==> config.mk <==
export PLATFORM = sky130hd
export DESIGN_NAME = bullet_hit_scanner
export DESIGN_NICKNAME = d
export VERILOG_FILES = /design/src/rtl/bullet_hit_scanner.sv
export SDC_FILE = /design/constraint.sdc
export NUM_CORES = 1
export LEC_CHECK = 0
export ABC_CLOCK_PERIOD_IN_PS = 4150
export BUFFER_PORTS_ARGS = -buffer_cell sky130_fd_sc_hd__buf_4
export CORE_MARGIN = 2
export CORE_UTILIZATION = 46
export CTS_CLUSTER_DIAMETER = 60
export DETAILED_ROUTE_END_ITERATION = 8
export GPL_TIMING_DRIVEN = 0
export PLACE_DENSITY_LB_ADDON = 0.25
export SLEW_MARGIN = 20
export SYNTH_ARGS = -nofsm -noshare
export SYNTH_HDL_FRONTEND = slang
export SYNTH_SLANG_ARGS = --single-unit
==> constraint.sdc <==
create_clock -name clk -period 4.15 [get_ports clk]
set_input_delay 0.2075 -clock clk [delete_from_list [all_inputs] [get_ports clk]]
set_output_delay 0.2075 -clock clk [all_outputs]
set_load 0.01 [all_outputs]
==> src/rtl/bullet_hit_scanner.sv <==
// Per-frame scan of the bullet store against the player hitbox.
// Owns player HP, invulnerability window and the death flag.
module bullet_hit_scanner #(
  parameter int NUM_BULLETS   = 3,
  parameter int IDX_W         = 3,
  parameter int HP_MAX        = 20,
  parameter int DAMAGE        = 4,
  parameter int HEAL          = 2,
  parameter int INVULN_FRAMES = 30
) (
  input  logic             clk,
  input  logic             reset,
  input  logic             isRun,
  input  logic             frameTick,
  input  logic [15:0]      playerPos,
  input  logic [15:0]      playerSize,
  input  logic             playerMoving,
  output logic [IDX_W-1:0] index2,
  input  logic [15:0]      position2,
  input  logic [15:0]      size2,
  input  logic [1:0]       color2,
  input  logic             isRender2,
  output logic             isCollide,
  output logic [7:0]       hp,
  output logic             isDead,
  output logic             isInvuln,
  output logic             hitPulse
);

  typedef enum logic [1:0] {
    IDLE,
    SCAN,
    FLUSH
  } state_t;

  localparam int IW = $clog2(INVULN_FRAMES + 1);
  localparam logic [IDX_W-1:0] LAST = IDX_W'(NUM_BULLETS - 1);
  localparam logic [7:0] DMG = 8'(DAMAGE);
  localparam logic [7:0] HPM = 8'(HP_MAX);
  localparam logic [IW-1:0] INV_LD = IW'(INVULN_FRAMES);

  state_t           r_state;
  logic [IDX_W-1:0] r_idx;
  logic             r_collide;
  logic             r_pulse;
  logic [7:0]       r_hp;
  logic [IW-1:0]    r_inv;
  logic             r_dead;

  logic [8:0] w_px, w_py, w_pw, w_ph;
  logic [8:0] w_bx, w_by, w_bw, w_bh;
  logic       w_ovl;
  logic       w_cand;
  logic       w_inv0;
  logic       w_dmg;
  logic       w_heal;
  logic [8:0] w_hp_sum;
  logic [7:0] w_hp_dmg;
  logic [7:0] w_hp_heal;
  logic [7:0] w_hp_next;

  assign w_px = {1'b0, playerPos[15:8]};
  assign w_py = {1'b0, playerPos[7:0]};
  assign w_pw = {1'b0, playerSize[15:8]};
  assign w_ph = {1'b0, playerSize[7:0]};
  assign w_bx = {1'b0, position2[15:8]};
  assign w_by = {1'b0, position2[7:0]};
  assign w_bw = {1'b0, size2[15:8]};
  assign w_bh = {1'b0, size2[7:0]};

  // 9-bit sums so boxes near the 255 edge do not wrap into false hits
  assign w_ovl = (w_bw != 9'd0) && (w_bh != 9'd0)
              && (w_bx < w_px + w_pw)
              && (w_px < w_bx + w_bw)
              && (w_by < w_py + w_ph)
              && (w_py < w_by + w_bh);

  assign w_cand = (r_state == SCAN) && isRender2 && w_ovl;
  assign w_inv0 = (r_inv == '0);
  assign w_dmg  = w_cand && w_inv0
               && ((color2 == 2'b00)
               || ((color2 == 2'b10) && playerMoving));
  assign w_heal = w_cand && (color2 == 2'b01);

  assign w_hp_dmg  = (r_hp > DMG) ? (r_hp - DMG) : 8'd0;
  assign w_hp_sum  = {1'b0, r_hp} + 9'(HEAL);
  assign w_hp_heal = (w_hp_sum > {1'b0, HPM}) ? HPM : w_hp_sum[7:0];
  assign w_hp_next = w_dmg  ? w_hp_dmg
                   : w_heal ? w_hp_heal
                   : r_hp;

  always_ff @(posedge clk) begin
    if (reset || !isRun) begin
      r_state   <= IDLE;
      r_idx     <= '0;
      r_collide <= 1'b0;
      r_pulse   <= 1'b0;
      r_hp      <= HPM;
      r_inv     <= '0;
      r_dead    <= 1'b0;
    end else begin
      r_collide <= w_dmg || w_heal;
      r_pulse   <= w_dmg;
      r_hp      <= w_hp_next;
      r_dead    <= (w_hp_next == 8'd0);
      if (w_dmg)
        r_inv <= INV_LD;
      else if (frameTick && !w_inv0)
        r_inv <= r_inv - IW'(1);
      unique case (r_state)
        IDLE: begin
          r_idx <= '0;
          if (frameTick && !r_dead)
            r_state <= SCAN;
        end
        SCAN: begin
          if (r_idx == LAST) begin
            r_idx   <= '0;
            r_state <= FLUSH;
          end else begin
            r_idx <= r_idx + IDX_W'(1);
          end
        end
        FLUSH: begin
          r_idx   <= '0;
          r_state <= IDLE;
        end
        default: begin
          r_idx   <= '0;
          r_state <= IDLE;
        end
      endcase
    end
  end

  assign index2    = r_idx;
  assign isCollide = r_collide;
  assign hitPulse  = r_pulse;
  assign hp        = r_hp;
  assign isDead    = r_dead;
  assign isInvuln  = (r_inv != '0);

endmodule

==> results by group <==
Global routing
  • First-pass GRT wire length: around 13000 um
  • Gr usage total: 0.210
  • Initial antenna violation count: 0
  • Gr busiest metal: met2
  • Number of global-route vias before repair: 3078
  • Global Route met3 Usage: 0.0241
  • Met2 global-route usage: 0.395
  • GR Overflow Total: 0
  • Pin count of the biggest net entering global routing: 13
  • Met1 Usage GRT: 0.263

STA
  • Final Hold Fails: 0
  • Final period util: 0.916
  • Worst-margin pin slew: around 0.44 ns
  • Clk_skew: between 0.007 and 0.008 ns
  • Final Max Tran Viols: 0
  • # setup viols final: 0
  • Max_slew headroom: 0.704
  • RSZ-0062 raised after global routing: false
  • Final worst path period need: 3.80 ns
  • Fin Setup TNS: 0 ns
  • FMAX: ~0.26 GHz

Worst setup path
  • CP required: 4.33 ns
  • Max FO, Critical Path: 10
  • Crit Reg-Reg Endpoint: isDead
  • Crit Path Category: primary input to flip-flop
  • CP arrival: ~4.0 ns
  • Startpoint Class: primary input
  • Slowest stage delay, CP: between 0.4 and 0.5 ns
  • Critical-path cell list: buf_4 > ha_1 > fa_1 > a211oi_1 > o21bai_1 > a21oi_1 > xor2_1 > ha_1 > and3_1 > a221o_1 > o221ai_2 > and4_1 > buf_6 > o21ai_2 > a221o_1 > nor4_2
  • Crit. End Element: flip-flop
  • CP delay by family, top: compound AO/OA/AOI/OAI gates
  • CP Depth: 16
  • FF-to-FF path depth: 9
  • Critical-path top delay cell: fa_1
  • Worst r2r src: hp[2]
  • CP Launch Point: playerPos[0]
  • R2R setup slack: around 1.4 ns
  • Crit path buffers/inverters: 2

Pwr
  • Int Power: between 0.4 and 0.5 mW
  • Seq pwr share: 0.277
  • Power density over the cells: ~190 nW/um2
  • Clock share of power: 0.184
  • Combinational Power Share: 0.538
  • Switch share: 0.363
  • Lkg Pwr: around 1.8 nW
  • Sw power: between 0.2 and 0.3 mW
  • Max VDD drop: between 0.1 and 0.15 mV
  • Final Power: 0.740 mW

Routing
  • Via count of the routed design: 3092
  • DR iter-0 viols: about 160
  • DRC errors left: 7
  • Wirelength, routed: slightly below 8000 um
  • Drt first pass iters: 7
  • Vias per inst: around 5.7
  • Average wire per standard cell: roughly 14 um
  • Routed Antenna Nets: 0

Min path
  • Worst min path class: primary input to flip-flop
  • Hold depth: 3
  • WHS Endpoint: hp[0]
  • Min-delay src: reset

Placement
  • # port buffers: 86
  • Placed Cells: 543
  • Hpwl dp: around 6600 um
  • Post-DP Area: around 3800 um2
  • Placer Congestion: approximately 1

Yosys
  • Dominant synthesized flop cell: dfxtp_1
  • Synth Net Count: ~520
  • Synth async-reset ratio: 0
  • Synth area leaders: ha_1 (27%), dfxtp_1 (14%), a21oi_1 (5.8%)
  • Mean Syn Cell Area: roughly 8.1 um2
  • Yosys reg bits: 21
  • Share of the synthesized area in the top cell type: 0.272
  • Cell with the most instances after synthesis: ha_1
  • Mapped cell area: slightly above 3000 um2
  • Top cells by count, synth: ha_1 (67), a21oi_1 (36), nor2_1 (32), inv_1 (26), o21ai_0 (26)
  • Synth unique cells: 57
  • Area leader, netlist: ha_1
  • Register area share after synthesis: 0.136
  • Syn Inst Count: 380
  • Number of flops mapped to enable cells by yosys: 0
  • Yosys Warn Count: 0

CTS
  • Post CTS Setup Buffer Count: 0
  • # clock sinks: 21
  • Clock Root Buffer: clkbuf_8
  • Clk buf depth: 2
  • # resized after CTS: 0
  • Hold Buf Count CTS: 0
  • CTS clk-pin slew, worst paths: roughly 0.080 ns
  • CTS H-tree lvls: 1
  • Number of buffers created by CTS: 3
  • TritonCTS clock tree: yes
  • Worst skew pair latency: around 0.27 ns

Run status
  • Failing checks: design-rule violations
  • Status: complete, but fails checks

Die
  • Die W: approximately 86 um
  • Die height: between 80 and 90 um
  • Area of the die: 7380 um2
  • Row count: 29
  • # IOs: just under 90
  • Initial Utilization: 0.480
  • Core Area: 6420 um2

Cells and area
  • Layout Nets: between 600 and 700
  • Diodes inserted: 0
  • Area grow syn2layout: 25.5%
  • Final core utilization: 0.603
  • Fin cells: about 550
  • Layout cells sized above 1: 0.232
  • Final Cell Area: just under 4000 um2

Run
  • Max-Cap Viols: 0
through the flow:
step | setup slack [ns] | hold WS (ns)
2_1_floorplan | 0.579 | 0.371
3_3_place_gp | 0.107 | 0.440
3_5_place_dp | 0.0540 | 0.447
4_1_cts | 0.321 | 0.267
5_1_grt | 0.0972 | 0.276
6_report | 0.349 | 0.264
state kept, by name, indices dropped and copies added, names as in the netlist:
signal	count
hitPulse	1
index2	3
hp	8
r_state	2
isDead	1
r_inv	5
isCollide	1
worst max-delay path by stage:
stage              to  slack (ns)
2_1_floorplan  isDead        0.58
5_1_grt        isDead         0.1
4_1_cts        isDead        0.32
3_3_place_gp   isDead        0.11
6_report       isDead        0.35
3_5_place_dp   isDead        0.05
worst min-delay path: cells and delay by family:
kind,cells,cell delay [ns]
AO/OA/AOI/OAI,1,0.12
buffers and inverters,1,0.08
AND/OR/NAND/NOR,1,0.07
cells by family (layout without fill, tap and decap cells):
group,Yosys count,count (layout),share of synthesized area
flops,21,21,0.136
simple gates,107,107,0.185
compound gates,121,121,0.258
fa+ha+maj,71,71,0.298
xor+xnor,28,28,0.0795
buf+inv,32,122,0.0434
power by group through the flow:
stage	Sequential, mW	Combinational [mW]	Clock [mW]
after floorplan	0.210	0.269	0
after global placement	0.210	0.383	0
after detailed placement	0.210	0.399	0
after CTS	0.205	0.402	0.138
after global routing	0.206	0.455	0.145
final	0.205	0.398	0.136
cell type report:
class | instances | area, um2
multi-input cells | 327 | 2530
inverters | 26 | 97.6
well taps | 77 | 96.3
clock inverters | 1 | 5.00
flip-flops and latches | 21 | 420
repair buffers | 86 | 646
plain buffers | 6 | 36.3
clock buffers | 3 | 41.3
fillers | 604 | 2550
metal layers:
layer	vias up	part of all wire	wire length (um)
li1	1595	-	-
met1	1402	0.46	3560
met2	87	0.49	3800
met3	8	0.042	323
met4	0	0.0053	41
met5	-	0	0
placed cells by master (no fill, tap or decap), types with 10 or more instances in the layout:
cell,n
buf_4,87
ha_1,67
a21oi_1,36
nor2_1,32
inv_1,26
o21ai_0,26
dfxtp_1,21
xnor2_1,19
nand2_1,13
a21o_1,10
nand2b_1,10
(Power assumes the default switching activity.)
